File: src/rtl/pinch_pkg.sv
// rtl/pinch_pkg.sv - shared INM encodings and detector state enum
package pinch_pkg;

   localparam logic [1:0] INM_OFF   = 2'b00;
   localparam logic [1:0] INM_UP    = 2'b01;
   localparam logic [1:0] INM_DOWN  = 2'b10;
   localparam logic [1:0] INM_BRAKE = 2'b11;

   typedef enum logic [1:0] {
      S_IDLE,
      S_BLANK,
      S_MON,
      S_TRIP
   } state_t;

   function automatic logic inm_moving(input logic [1:0] inm);
      return (inm == INM_UP) || (inm == INM_DOWN);
   endfunction

endpackage

File: src/rtl/pinch_run_counter.sv
// rtl/pinch_run_counter.sv - saturating consecutive-event run counter
module pinch_run_counter #(
   parameter int TARGET = 3
) (
   input  logic clk,
   input  logic rst_n,
   input  logic clr,
   input  logic en,
   input  logic hit,
   output logic done
);

   localparam int W = $clog2(TARGET + 1);
   localparam logic [W-1:0] L_TGT = W'(TARGET);

   logic [W-1:0] r_cnt;
   logic [W-1:0] w_cnt_next;

   if (TARGET < 1) begin : g_tgt_chk
      $error("pinch_run_counter: TARGET must be at least 1");
   end

   always_comb begin
      w_cnt_next = r_cnt;
      if (clr) begin
         w_cnt_next = '0;
      end else if (en) begin
         if (!hit) begin
            w_cnt_next = '0;
         end else if (r_cnt != L_TGT) begin
            w_cnt_next = r_cnt + 1'b1;
         end
      end
   end

   always_ff @(posedge clk or negedge rst_n) begin
      if (!rst_n) begin
         r_cnt <= '0;
      end else begin
         r_cnt <= w_cnt_next;
      end
   end

   // done reflects the run including the event sampled on this edge
   assign done = !clr && (w_cnt_next == L_TGT);

endmodule

File: src/rtl/pinch_sensor_detect.sv
// rtl/pinch_sensor_detect.sv - pinch detection with hysteresis, persistence, inrush blanking and saturation fault
module pinch_sensor_detect
   import pinch_pkg::*;
#(
   parameter int ADC_W     = 10,
   parameter int THR_ON    = 600,
   parameter int THR_OFF   = 400,
   parameter int N_ON      = 3,
   parameter int N_OFF     = 8,
   parameter int BLANK_CYC = 50,
   parameter int HOLD_CYC  = 200,
   parameter int SAT_N     = 16
) (
   input  logic             SYSCLK,
   input  logic             RST_N,
   input  logic [1:0]       INM,
   input  logic             adc_valid,
   input  logic [ADC_W-1:0] adc_data,
   output logic             stop_signal,
   output logic             sensor_fault,
   output logic [7:0]       trip_count
);

   localparam int BW = $clog2(BLANK_CYC) + 1;
   localparam int HW = $clog2(HOLD_CYC) + 1;
   localparam logic [BW-1:0]    L_BLANK_LAST = BW'(BLANK_CYC - 1);
   localparam logic [HW-1:0]    L_HOLD_LAST  = HW'(HOLD_CYC - 1);
   localparam logic [ADC_W-1:0] L_THR_ON     = ADC_W'(THR_ON);
   localparam logic [ADC_W-1:0] L_THR_OFF    = ADC_W'(THR_OFF);

   if (THR_OFF >= THR_ON) begin : g_thr_chk
      $error("pinch_sensor_detect: THR_OFF must be below THR_ON");
   end
   if (N_ON < 1 || N_OFF < 1 || BLANK_CYC < 1 || HOLD_CYC < 1 || SAT_N < 1) begin : g_cnt_chk
      $error("pinch_sensor_detect: count parameters must be nonzero");
   end

   state_t          r_state;
   state_t          w_state_next;
   logic [1:0]      r_dir;
   logic [1:0]      w_dir_next;
   logic [BW-1:0]   r_blank_cnt;
   logic [HW-1:0]   r_hold_cnt;
   logic            r_stop;
   logic            r_fault;
   logic [7:0]      r_trip_cnt;
   logic            w_blank_rst;
   logic            w_trip;
   logic            w_moving;
   logic            w_dir_chg;
   logic            w_on_done;
   logic            w_off_done;
   logic            w_sat_done;
   logic            w_hold_done;

   assign w_moving    = inm_moving(INM);
   assign w_dir_chg   = w_moving && (INM != r_dir);
   assign w_hold_done = (r_hold_cnt == L_HOLD_LAST);

   pinch_run_counter #(.TARGET(N_ON)) u_on_run (
      .clk   (SYSCLK),
      .rst_n (RST_N),
      .clr   (r_state != S_MON),
      .en    (adc_valid),
      .hit   (adc_data >= L_THR_ON),
      .done  (w_on_done)
   );

   pinch_run_counter #(.TARGET(N_OFF)) u_off_run (
      .clk   (SYSCLK),
      .rst_n (RST_N),
      .clr   (r_state != S_TRIP),
      .en    (adc_valid),
      .hit   (adc_data < L_THR_OFF),
      .done  (w_off_done)
   );

   pinch_run_counter #(.TARGET(SAT_N)) u_sat_run (
      .clk   (SYSCLK),
      .rst_n (RST_N),
      .clr   (1'b0),
      .en    (adc_valid),
      .hit   (adc_data == {ADC_W{1'b1}}),
      .done  (w_sat_done)
   );

   always_ff @(posedge SYSCLK or negedge RST_N) begin
      if (!RST_N) begin
         r_state <= S_IDLE;
         r_dir   <= INM_OFF;
      end else begin
         r_state <= w_state_next;
         r_dir   <= w_dir_next;
      end
   end

   always_comb begin
      w_state_next = r_state;
      w_dir_next   = r_dir;
      w_blank_rst  = 1'b0;
      w_trip       = 1'b0;
      case (r_state)
         S_IDLE: begin
            if (w_moving) begin
               w_state_next = S_BLANK;
               w_dir_next   = INM;
               w_blank_rst  = 1'b1;
            end
         end
         S_BLANK: begin
            if (!w_moving) begin
               w_state_next = S_IDLE;
            end else if (w_dir_chg) begin
               w_dir_next  = INM;
               w_blank_rst = 1'b1;
            end else if (r_blank_cnt == L_BLANK_LAST) begin
               w_state_next = S_MON;
            end
         end
         S_MON: begin
            // a completed trip run outranks any INM change on the same edge
            if (w_on_done) begin
               w_state_next = S_TRIP;
               w_trip       = 1'b1;
            end else if (!w_moving) begin
               w_state_next = S_IDLE;
            end else if (w_dir_chg) begin
               w_state_next = S_BLANK;
               w_dir_next   = INM;
               w_blank_rst  = 1'b1;
            end
         end
         S_TRIP: begin
            if (w_hold_done && w_off_done) begin
               if (w_moving) begin
                  w_state_next = S_BLANK;
                  w_dir_next   = INM;
                  w_blank_rst  = 1'b1;
               end else begin
                  w_state_next = S_IDLE;
               end
            end
         end
         default: w_state_next = S_IDLE;
      endcase
   end

   always_ff @(posedge SYSCLK or negedge RST_N) begin
      if (!RST_N) begin
         r_blank_cnt <= '0;
         r_hold_cnt  <= '0;
      end else begin
         if (r_state != S_BLANK || w_blank_rst) begin
            r_blank_cnt <= '0;
         end else if (r_blank_cnt != L_BLANK_LAST) begin
            r_blank_cnt <= r_blank_cnt + 1'b1;
         end
         if (r_state != S_TRIP) begin
            r_hold_cnt <= '0;
         end else if (!w_hold_done) begin
            r_hold_cnt <= r_hold_cnt + 1'b1;
         end
      end
   end

   always_ff @(posedge SYSCLK or negedge RST_N) begin
      if (!RST_N) begin
         r_stop     <= 1'b0;
         r_fault    <= 1'b0;
         r_trip_cnt <= 8'd0;
      end else begin
         r_fault <= r_fault | w_sat_done;
         r_stop  <= (w_state_next == S_TRIP) | r_fault | w_sat_done;
         if (w_trip && r_trip_cnt != 8'hFF) begin
            r_trip_cnt <= r_trip_cnt + 8'd1;
         end
      end
   end

   assign stop_signal  = r_stop;
   assign sensor_fault = r_fault;
   assign trip_count   = r_trip_cnt;

endmodule

File: config.mk
export PLATFORM = sky130hd
export DESIGN_NAME = pinch_sensor_detect
export DESIGN_NICKNAME = d
export VERILOG_FILES = /design/src/rtl/pinch_pkg.sv /design/src/rtl/pinch_run_counter.sv /design/src/rtl/pinch_sensor_detect.sv
export SDC_FILE = /design/constraint.sdc
export NUM_CORES = 1
export LEC_CHECK = 0
export CORE_MARGIN = 2
export CORE_UTILIZATION = 56
export DETAILED_ROUTE_END_ITERATION = 10
export PLACE_DENSITY = 0.79
export SYNTH_ARGS = -nofsm -noshare
export SYNTH_HDL_FRONTEND = slang
export SYNTH_SLANG_ARGS = --single-unit
File: constraint.sdc
create_clock -name SYSCLK -period 3.2 [get_ports SYSCLK]
set_input_delay 0.32 -clock SYSCLK [delete_from_list [all_inputs] [get_ports SYSCLK]]
set_output_delay 0.32 -clock SYSCLK [all_outputs]
set_load 0.03 [all_outputs]
==> results of run 1 <==
-- logic make-up after synthesis --
group,count (synthesis),synth area share [%]
AO/OA/AOI/OAI,51,13.7
AND/OR/NAND/NOR,98,22.5
XOR/XNOR,20,7.55
buffers and inverters,16,2.64
adder cells (fa/ha/maj),12,6.47
multiplexers,6,2.86
flip-flops,41,44.2
-- state kept, by name, summed over array words and instances (netlist names) --
signal and cells:
u_off_run.r_cnt 4, trip_count 8, r_state 2, sensor_fault 1, r_blank_cnt 7, u_sat_run.r_cnt 5, r_hold_cnt 9, r_dir 2
u_on_run.r_cnt 2, stop_signal 1
-- power by group through the flow --
stage          Sequential (mW)  Combinational [mW]  Clock (mW)
2_1_floorplan            0.570               0.143           0
3_3_place_gp             0.578               0.201           0
3_5_place_dp             0.576               0.207           0
4_1_cts                  0.568               0.209       0.352
5_1_grt                  0.572               0.240       0.372
6_report                 0.568               0.208       0.341
-- worst max-delay path by stage --
stage | end | startpoint | slack (ps) | cells after the start
finish | stop_signal | adc_valid | 670 | 7
global route | stop_signal | adc_valid | 430 | 6
CTS | stop_signal | adc_valid | 700 | 7
detailed placement | stop_signal | adc_valid | 390 | 7
global placement | r_dir[0] | adc_valid | 520 | 7
floorplan | r_dir[0] | r_hold_cnt[3] | 980 | 6
-- routing by layer --
layer | vias up | wire length (um) | global-route usage (%)
met2 | 29 | 2080 | 36.0
met1 | 880 | 2190 | 29.5
li1 | 930 | - | -
met4 | 0 | 72 | 8.25
met5 | - | 0 | 0
met3 | 6 | 182 | 4.77
-- per-stage QoR --
stage	cells	util (%)	setup WS [ps]	power [mW]
floorplan	244	-	978	0.713
global placement	317	65.4	517	0.778
detailed placement	317	65.4	395	0.784
CTS	324	67.7	699	1.13
global route	324	67.7	428	1.18
finish	324	67.7	666	1.12
-- cell usage after synthesis (all sizes together) (4+ instances only) --
cell type	n	area [um^2]
a21oi	13	65.1
and3	7	48.8
dfrtp	41	1030
ha	12	150
inv	13	48.8
mux2i	4	40.0
nand2	24	90.1
nand3	9	45.0
nand4	8	50.1
nor2	25	101
o21ai	17	85.1
or3	5	36.3
xnor2	11	96.3
xor2	9	78.8
-- area by class of cell --
class | count | area [um^2]
Clock buffer | 6 | 82.6
Clock inverter | 1 | 7.51
Fill cell | 339 | 1290
Inverter | 14 | 52.6
Multi-Input combinational cell | 187 | 1230
Sequential cell | 41 | 1030
Tap cell | 50 | 62.6
Timing Repair Buffer | 25 | 243
-- worst reg2reg max path: stages (launching register included) --
cell	delay [ps]
dfrtp_1	440
or4_4	570
nor2_4	180
and3_4	220
a31oi_1	110
o41ai_1	510
o311ai_0	220
-- cell usage in the layout (no fill, tap or decap), types with 3 or more instances in the layout --
cell type	netlist	final
nor4b_1	3	3
and3_1	6	6
o211ai_1	3	3
clkdlybuf4s50_1	0	23
nand4_1	8	8
dfrtp_1	41	41
inv_1	13	13
nor2_1	24	24
clkbuf_8	0	6
nand3_1	9	9
mux2i_1	4	4
or3_1	4	4
ha_1	12	12
a21oi_1	13	13
xnor2_1	11	11
xor2_1	9	9
o21ai_0	16	16
nand2_1	24	24
==> metrics.txt, run 1 <==
aggregate global routing overflow 0; setup TNS 0 ps; fin. max-slew vios 0; sequential-to-total area share from yosys stat 44.2%; max capacitance violation total 0; Setup CP Type in2reg; post-synthesis cell count 244; CTS buffer count 5; Worst VDD drop 0.286 mV; r2r startpoint r_hold_cnt[3]; Initial DRC Count 62; latest clock arrival within the worst-skew pair 290 ps; crit end category flop; leakage power 1.17 nW; Initial Util 58.0%; skew final 6.37 ps; R2R depth 6; mapped cell area 0.00232 mm^2; TritonRoute pass-1 iters 4; switch share 28.4%; GPL Wtd Cong 0.853; Final setup viols 0; Relative slew margins 40.6%; part of the power in the clock network 30.5%; GRT Total Usage 22.3%; # DRC 0; R2R setup slack 810 ps; asr flop ratio synth 100%; Final #Nets 301; CTS Root Cell clkbuf_8; Sw Pwr 0.317 mW; Hold Path Class in2async; fin crit period 2530 ps; Post-synth EDFFs 0; fmax 395 MHz; core area 0.00400 mm^2; synth warn 0; RR Endpoint stop_signal; Max clock buf depth 2; CTS tree built; library cells used by synthesis 50; Synth Register Bits 41; Final Cycle Share 79.2%; die area 0.00467 mm^2; cells along the critical path clkdlybuf4s50_1 > nand4_1 > xor2_1 > nor2_1 > a31oi_1 > o41ai_1 > o311ai_0; row count 23; # resized after CTS 0; Vias/cell 5.69; Die Y 68.4 um; area grow syn2layout 16.7%; sequential power share 50.9%; Detailed Place HPWL 3300 um; Worst EP required 3340 ps; WHS 149 ps; H-tree Lvls 2; share of cells above drive strength 1 6.20%; die width 68.4 um; Vias 1845; CTS Sinks 41; Post-synth top flop dfrtp_1; I/O Buffers 24; initial antenna violation count 0; clk slew on worst S/H paths 80 ps; Logic pwr share 18.6%; Worst Path Arrival 2670 ps; Cell Area, Placed 0.00262 mm^2; vias in the first global route 1834; worst slew pin tran 891 ps; hold buffers post-CTS 0; status complete, no violations; CP peak stage delay 830 ps; overall routed net length 4530 um; CP Launch Type input pin; I/O pin total 25; Mean Syn Cell Area 9.51 um^2; setup bufs post-CTS 0; Hold Violations, Final 0; CP max-delay cell clkdlybuf4s50_1; Routed WL per cell 14.0 um; Pwr per Cell Area 413 mW/mm^2; RSZ-0062 raised after global routing no; internal cell power 0.800 mW; first-pass GRT wire length 7770 um; CP max FO 17; CP top delay family compound AO/OA/AOI/OAI gates; syn_nets 271; antenna cell count 0; Design Area, Final 0.00271 mm^2; largest net degree at the start of global routing 42; Detail Route Antenna Nets 0; Worst Path Buf+Inv 1
No activity file was read; power rests on OpenSTA's default activity.
==> run 2: changes to the inputs <==
--- a/config.mk
+++ b/config.mk
@@ -6,9 +6,9 @@
 export NUM_CORES = 1
 export LEC_CHECK = 0
 export CORE_MARGIN = 2
-export CORE_UTILIZATION = 56
+export CORE_UTILIZATION = 51
 export DETAILED_ROUTE_END_ITERATION = 10
-export PLACE_DENSITY = 0.79
+export PLACE_DENSITY = 0.76
 export SYNTH_ARGS = -nofsm -noshare
 export SYNTH_HDL_FRONTEND = slang
 export SYNTH_SLANG_ARGS = --single-unit
==> constraint.sdc (replaced) <==
create_clock -name SYSCLK -period 2.3 [get_ports SYSCLK]
set_input_delay 0.23 -clock SYSCLK [delete_from_list [all_inputs] [get_ports SYSCLK]]
set_output_delay 0.23 -clock SYSCLK [all_outputs]
set_load 0.03 [all_outputs]
==> metrics.txt, run 2 (synthesis results as in run 1) <==
status complete, no violations; max reg flops 9 (unchanged); Detailed Place HPWL 3490 um (+5.8%); CP top delay family simple AND/OR/NAND/NOR gates; fin crit period 2210 ps; share of cells above drive strength 1 13.2% (+7.0 points); vias in the first global route 1893 (+3.2%); I/O Buffers 24 (unchanged); Initial Util 53.3% (-4.7 points); CP max-delay cell or4_4; antenna cell count 0 (unchanged); leakage power 1.29 nW (+9.9%); Die Y 71.4 um (+4.5%); WHS 57.2 ps (-92.2 ps); aggregate global routing overflow 0 (unchanged); fin. max-slew vios 0 (unchanged); CP peak stage delay 550 ps (-280 ps); TritonRoute pass-1 iters 4 (unchanged); CTS tree built; die area 0.00510 mm^2 (+9.2%); most frequent cells in the layout dfrtp_1, nand2_1, nor2_1; clk slew on worst S/H paths 80 ps (about the same); fmax 453 MHz; CTS Root Cell clkbuf_8; hold buffers post-CTS 0 (unchanged); skew final 7.65 ps (+1.28 ps); worst slew pin tran 902 ps (+10.9 ps); # resized after CTS 0 (unchanged); crit end category flop; largest net degree at the start of global routing 42 (unchanged); Pwr per Cell Area 580 mW/mm^2 (+40%); Initial DRC Count 149 (+140%); RSZ-0062 raised after global routing no; cells along the critical path or4_4 > nor2_4 > and3_4 > a31oi_1 > or3_4 > mux2_4; CTS Sinks 41 (unchanged); core area 0.00435 mm^2 (+8.9%); H-tree Lvls 2 (unchanged); CP max FO 2 (-15); CP Launch Type flop; # DRC 0 (unchanged); r2r startpoint r_hold_cnt[3]; Setup CP Type reg2reg; Final Cycle Share 96.0%; Final setup viols 0 (unchanged); R2R depth 6 (unchanged); GPL Wtd Cong 0.892 (+4.5%); Final #Nets 321 (+6.6%); overall routed net length 4760 um (+5.1%); latest clock arrival within the worst-skew pair 290 ps (about the same); Hold Violations, Final 0 (unchanged); Hold Path Class in2async; Vias 1943 (+5.3%); Detail Route Antenna Nets 0 (unchanged); Routed WL per cell 13.7 um (-1.8%); die width 71.4 um (+4.5%); Worst Path Arrival 2390 ps (-280 ps); most common cell after layout, fill and taps aside dfrtp_1; CP Launch Point r_hold_cnt[3]; first-pass GRT wire length 8220 um (+5.8%); Max clock buf depth 2 (unchanged); max capacitance violation total 0 (unchanged); initial antenna violation count 0 (unchanged); Vias/cell 5.60 (-1.7%); area grow syn2layout 24.8%; CTS buffer count 5 (unchanged); GRT Total Usage 20.4% (-1.9 points); I/O pin total 25 (unchanged); WP depth 6 (-1); Worst VDD drop 0.351 mV (+23%); Worst EP required 2480 ps (-860 ps); setup bufs post-CTS 0 (unchanged); row count 24 (+4.3%); final core occ 66.5% (-1.2 points); Worst Path Buf+Inv 0 (-1); Relative slew margins 39.8% (-0.73 points); Biggest register r_hold_cnt; R2R setup slack 90 ps (-720 ps); setup TNS 0 ps (unchanged)
-- run 2: final cells by class --
cell class / count / area, um^2
flip-flops and latches: 41 / 1030
fillers: 352 / 1460
well taps: 52 / 65.1
clock inverters: 2 / 38.8
multi-input cells: 187 / 1250
repair buffers: 45 / 393
clock buffers: 6 / 72.6
inverters: 14 / 52.6
-- run 2: path summary, 6_finish.rpt --
check                                 to
min                        r_hold_cnt[8]
min in group SYSCLK         sensor_fault
max                             r_dir[0]
max reg2reg                     r_dir[0]
min reg2reg                 sensor_fault
max in group asynchronous   sensor_fault
-- run 2: worst register-to-register path: cells and delay by family (launching register included) --
family,cells,cell delay (ps)
AND/OR/NAND/NOR,4,1290
flip-flops,1,390
AO/OA/AOI/OAI,1,110
multiplexers,1,310
-- run 2: routing by layer --
| metal | vias up | wire length (um) | track usage (%) |
|---|---|---|---|
| met3 | 9 | 240 | 6.05 |
| met5 | - | 0 | 0 |
| met4 | 0 | 85 | 8.18 |
| met2 | 41 | 2200 | 29.8 |
| li1 | 978 | - | - |
| met1 | 915 | 2230 | 28.6 |
-- run 2: per-stage QoR --
stage	instances	setup slack (ps)	total power [mW]	cell area, um^2
floorplan	244	77.5	0.992	2320
global placement	339	-60.2	1.10	2770
detailed placement	339	-68.8	1.10	2770
CTS	347	78.0	1.69	2880
finish	347	92.2	1.68	2890
global route	347	32.3	1.78	2890
-- run 2: where the power goes --
group	total [mW]	leakage [nW]	switching, mW	internal [mW]
logic	0.307	0.678	0.171	0.136
registers	0.794	0.554	0.0431	0.751
clock network	0.577	0.0554	0.251	0.326
total	1.68	1.29	0.465	1.21
==> run 3: changes to the inputs <==
--- a/config.mk
+++ b/config.mk
@@ -9,6 +9,7 @@
 export CORE_UTILIZATION = 51
 export DETAILED_ROUTE_END_ITERATION = 10
 export PLACE_DENSITY = 0.76
+export RECOVER_POWER = 25
 export SYNTH_ARGS = -nofsm -noshare
 export SYNTH_HDL_FRONTEND = slang
 export SYNTH_SLANG_ARGS = --single-unit
==> constraint.sdc (replaced) <==
create_clock -name SYSCLK -period 1.8 [get_ports SYSCLK]
set_input_delay 0.18 -clock SYSCLK [delete_from_list [all_inputs] [get_ports SYSCLK]]
set_output_delay 0.18 -clock SYSCLK [all_outputs]
set_load 0.03 [all_outputs]
==> metrics.txt, run 3 (synthesis results as in run 1) <==
max capacitance violation total 0 (unchanged); hold depth 3; die area 0.00510 mm^2 (unchanged); Detail Route Antenna Nets 0 (unchanged); Register Area 0.00103 mm^2 (+0.24%); footprint of the multi-input gates 0.00141 mm^2 (+13%); aggregate global routing overflow 0 (unchanged); CP max FO 2 (unchanged); CTS buffer count 5 (unchanged); Vias 2241 (+15%); status finished with violations; Relative slew margins 11.7% (-28 points); latest clock arrival within the worst-skew pair 300 ps (about the same); die width 71.4 um (unchanged); most frequent cells in the layout buf_4, dfrtp_1, nor2_1; fin. max-slew vios 0 (unchanged); TritonRoute pass-1 iters 4 (unchanged); worst slew pin tran 1320 ps (+422 ps); row count 24 (unchanged); antenna cell count 0 (unchanged); Total Power 2.52 mW (+50%); worst hold path startpoint adc_valid; r2r startpoint r_hold_cnt[8]; Routed WL per cell 16.7 um (+22%); R2R depth 6 (unchanged); most common cell after layout, fill and taps aside buf_4; Setup CP Type reg2reg; Die Y 71.4 um (unchanged); crit end category flop; Hold Path Class in2reg; GRT Total Usage 24.0% (+3.6 points); R2R setup slack -340 ps (-430 ps); Hold Violations, Final 0 (unchanged); fin crit period 2140 ps (-67.9 ps); Cell Area, Placed 0.00310 mm^2 (+12%); first-pass GRT wire length 9540 um (+16%); I/O pin total 25 (unchanged); worst hold endpoint u_off_run.r_cnt[1]; largest net degree at the start of global routing 22 (-48%); CTS tree built; Final setup viols 18 (+18); vias in the first global route 2238 (+18%); H-tree Lvls 2 (unchanged); Initial Util 53.3% (unchanged); RR Endpoint r_dir[0]; Vias/cell 5.69 (+1.6%); GPL Wtd Cong 0.875 (-1.9%); area grow syn2layout 48.4%; Final Cycle Share 119% (+23 points); Final WS setup -340 ps (-432 ps); initial antenna violation count 0 (unchanged); Worst Path Arrival 2330 ps (-60 ps); Final #Nets 368 (+15%); CP Launch Type flop; I/O Buffers 24 (unchanged); skew final 7.39 ps (-0.255 ps); CTS Sinks 41 (unchanged); leakage power 1.56 nW (+21%); Biggest register r_hold_cnt; overall routed net length 6580 um (+38%); Initial DRC Count 145 (-2.7%); Worst EP required 1990 ps (-490 ps); Detailed Place HPWL 4110 um (+18%); clk slew on worst S/H paths 80 ps (about the same); Max clock buf depth 2 (unchanged); fmax 467 MHz (+3.2%); RSZ-0062 raised after global routing yes; max reg flops 9 (unchanged); Design Area, Final 0.00344 mm^2 (+19%); core area 0.00435 mm^2 (unchanged); Pwr per Cell Area 731 mW/mm^2 (+26%); fillers 280 (-20%); failing checks setup timing; Worst VDD drop 0.421 mV (+20%); # DRC 0 (unchanged); CTS Root Cell clkbuf_8; share of cells above drive strength 1 32.5% (+19 points)
-- run 3: changes by cell type in the layout (fill, tap and decap cells not counted), moves of 3 or more --
cell     change
and3_4       +3
buf_4       +43
o21ai_0      -4
ha_1         -3
and3_1       -3
-- run 3: timing repair --
action,4_1_cts,5_1_grt
resized for setup,16,19
endpoints found under the hold margin,20,0
hold buffers,1,0
gates cloned,0,0
setup endpoints to repair,17,18
buffers inserted,6,4
pin swaps,10,9
-- run 3: where the power goes --
group / leakage [nW] / switching, mW / internal, mW
clock network: 0.0585 / 0.319 / 0.452
logic: 0.950 / 0.371 / 0.377
registers: 0.551 / 0.0386 / 0.960
-- run 3: cell type report --
type / instances / share of cell area, %
multi-input combinational: 187 / 41.1
sequential: 41 / 29.9
timing repair buffer: 92 / 22.2
clock buffer: 7 / 2.51
tap: 52 / 1.89
inverter: 14 / 1.53
clock inverter: 1 / 0.872
-- run 3: routing by layer --
| metal | vias up | GRT usage, % | wire [um] |
|---|---|---|---|
| li1 | 1063 | - | - |
| met1 | 1077 | 27.8 | 2600 |
| met2 | 71 | 41.7 | 3430 |
| met3 | 30 | 6.61 | 313 |
| met4 | 0 | 10.1 | 235 |
| met5 | - | 0 | 0 |
-- run 3: worst max path at each step --
stage / startpoint / to / slack [ps]
2_1_floorplan: r_hold_cnt[4] / r_dir[0] / -350
6_report: r_hold_cnt[8] / r_dir[0] / -340
4_1_cts: r_hold_cnt[8] / r_dir[0] / -330
3_5_place_dp: adc_valid / stop_signal / -400
5_1_grt: r_blank_cnt[1] / stop_signal / -420
3_3_place_gp: adc_valid / r_dir[0] / -350
-- run 3: worst max-delay path, cell delays in order, from the launching register on --
cell	delay (ps)
dfrtp_1	390
or4_4	550
nor2_4	110
and3_4	210
a31oi_4	90
or3_4	360
mux2_4	300
-- run 3: metrics by stage --
stage / utilization (%) / std cells / hold slack, ps / worst slack, ps / TNS [ps]
final: 79.1 / 394 / 469 / -340 / -2280
after global routing: 79.1 / 394 / 530 / -417 / -3580
after CTS: 76.7 / 391 / 392 / -333 / -2010
after detailed placement: 71.1 / 376 / 180 / -405 / -5960
after global placement: 71.1 / 376 / 171 / -355 / -5120
after floorplan: - / 244 / -116 / -349 / -972
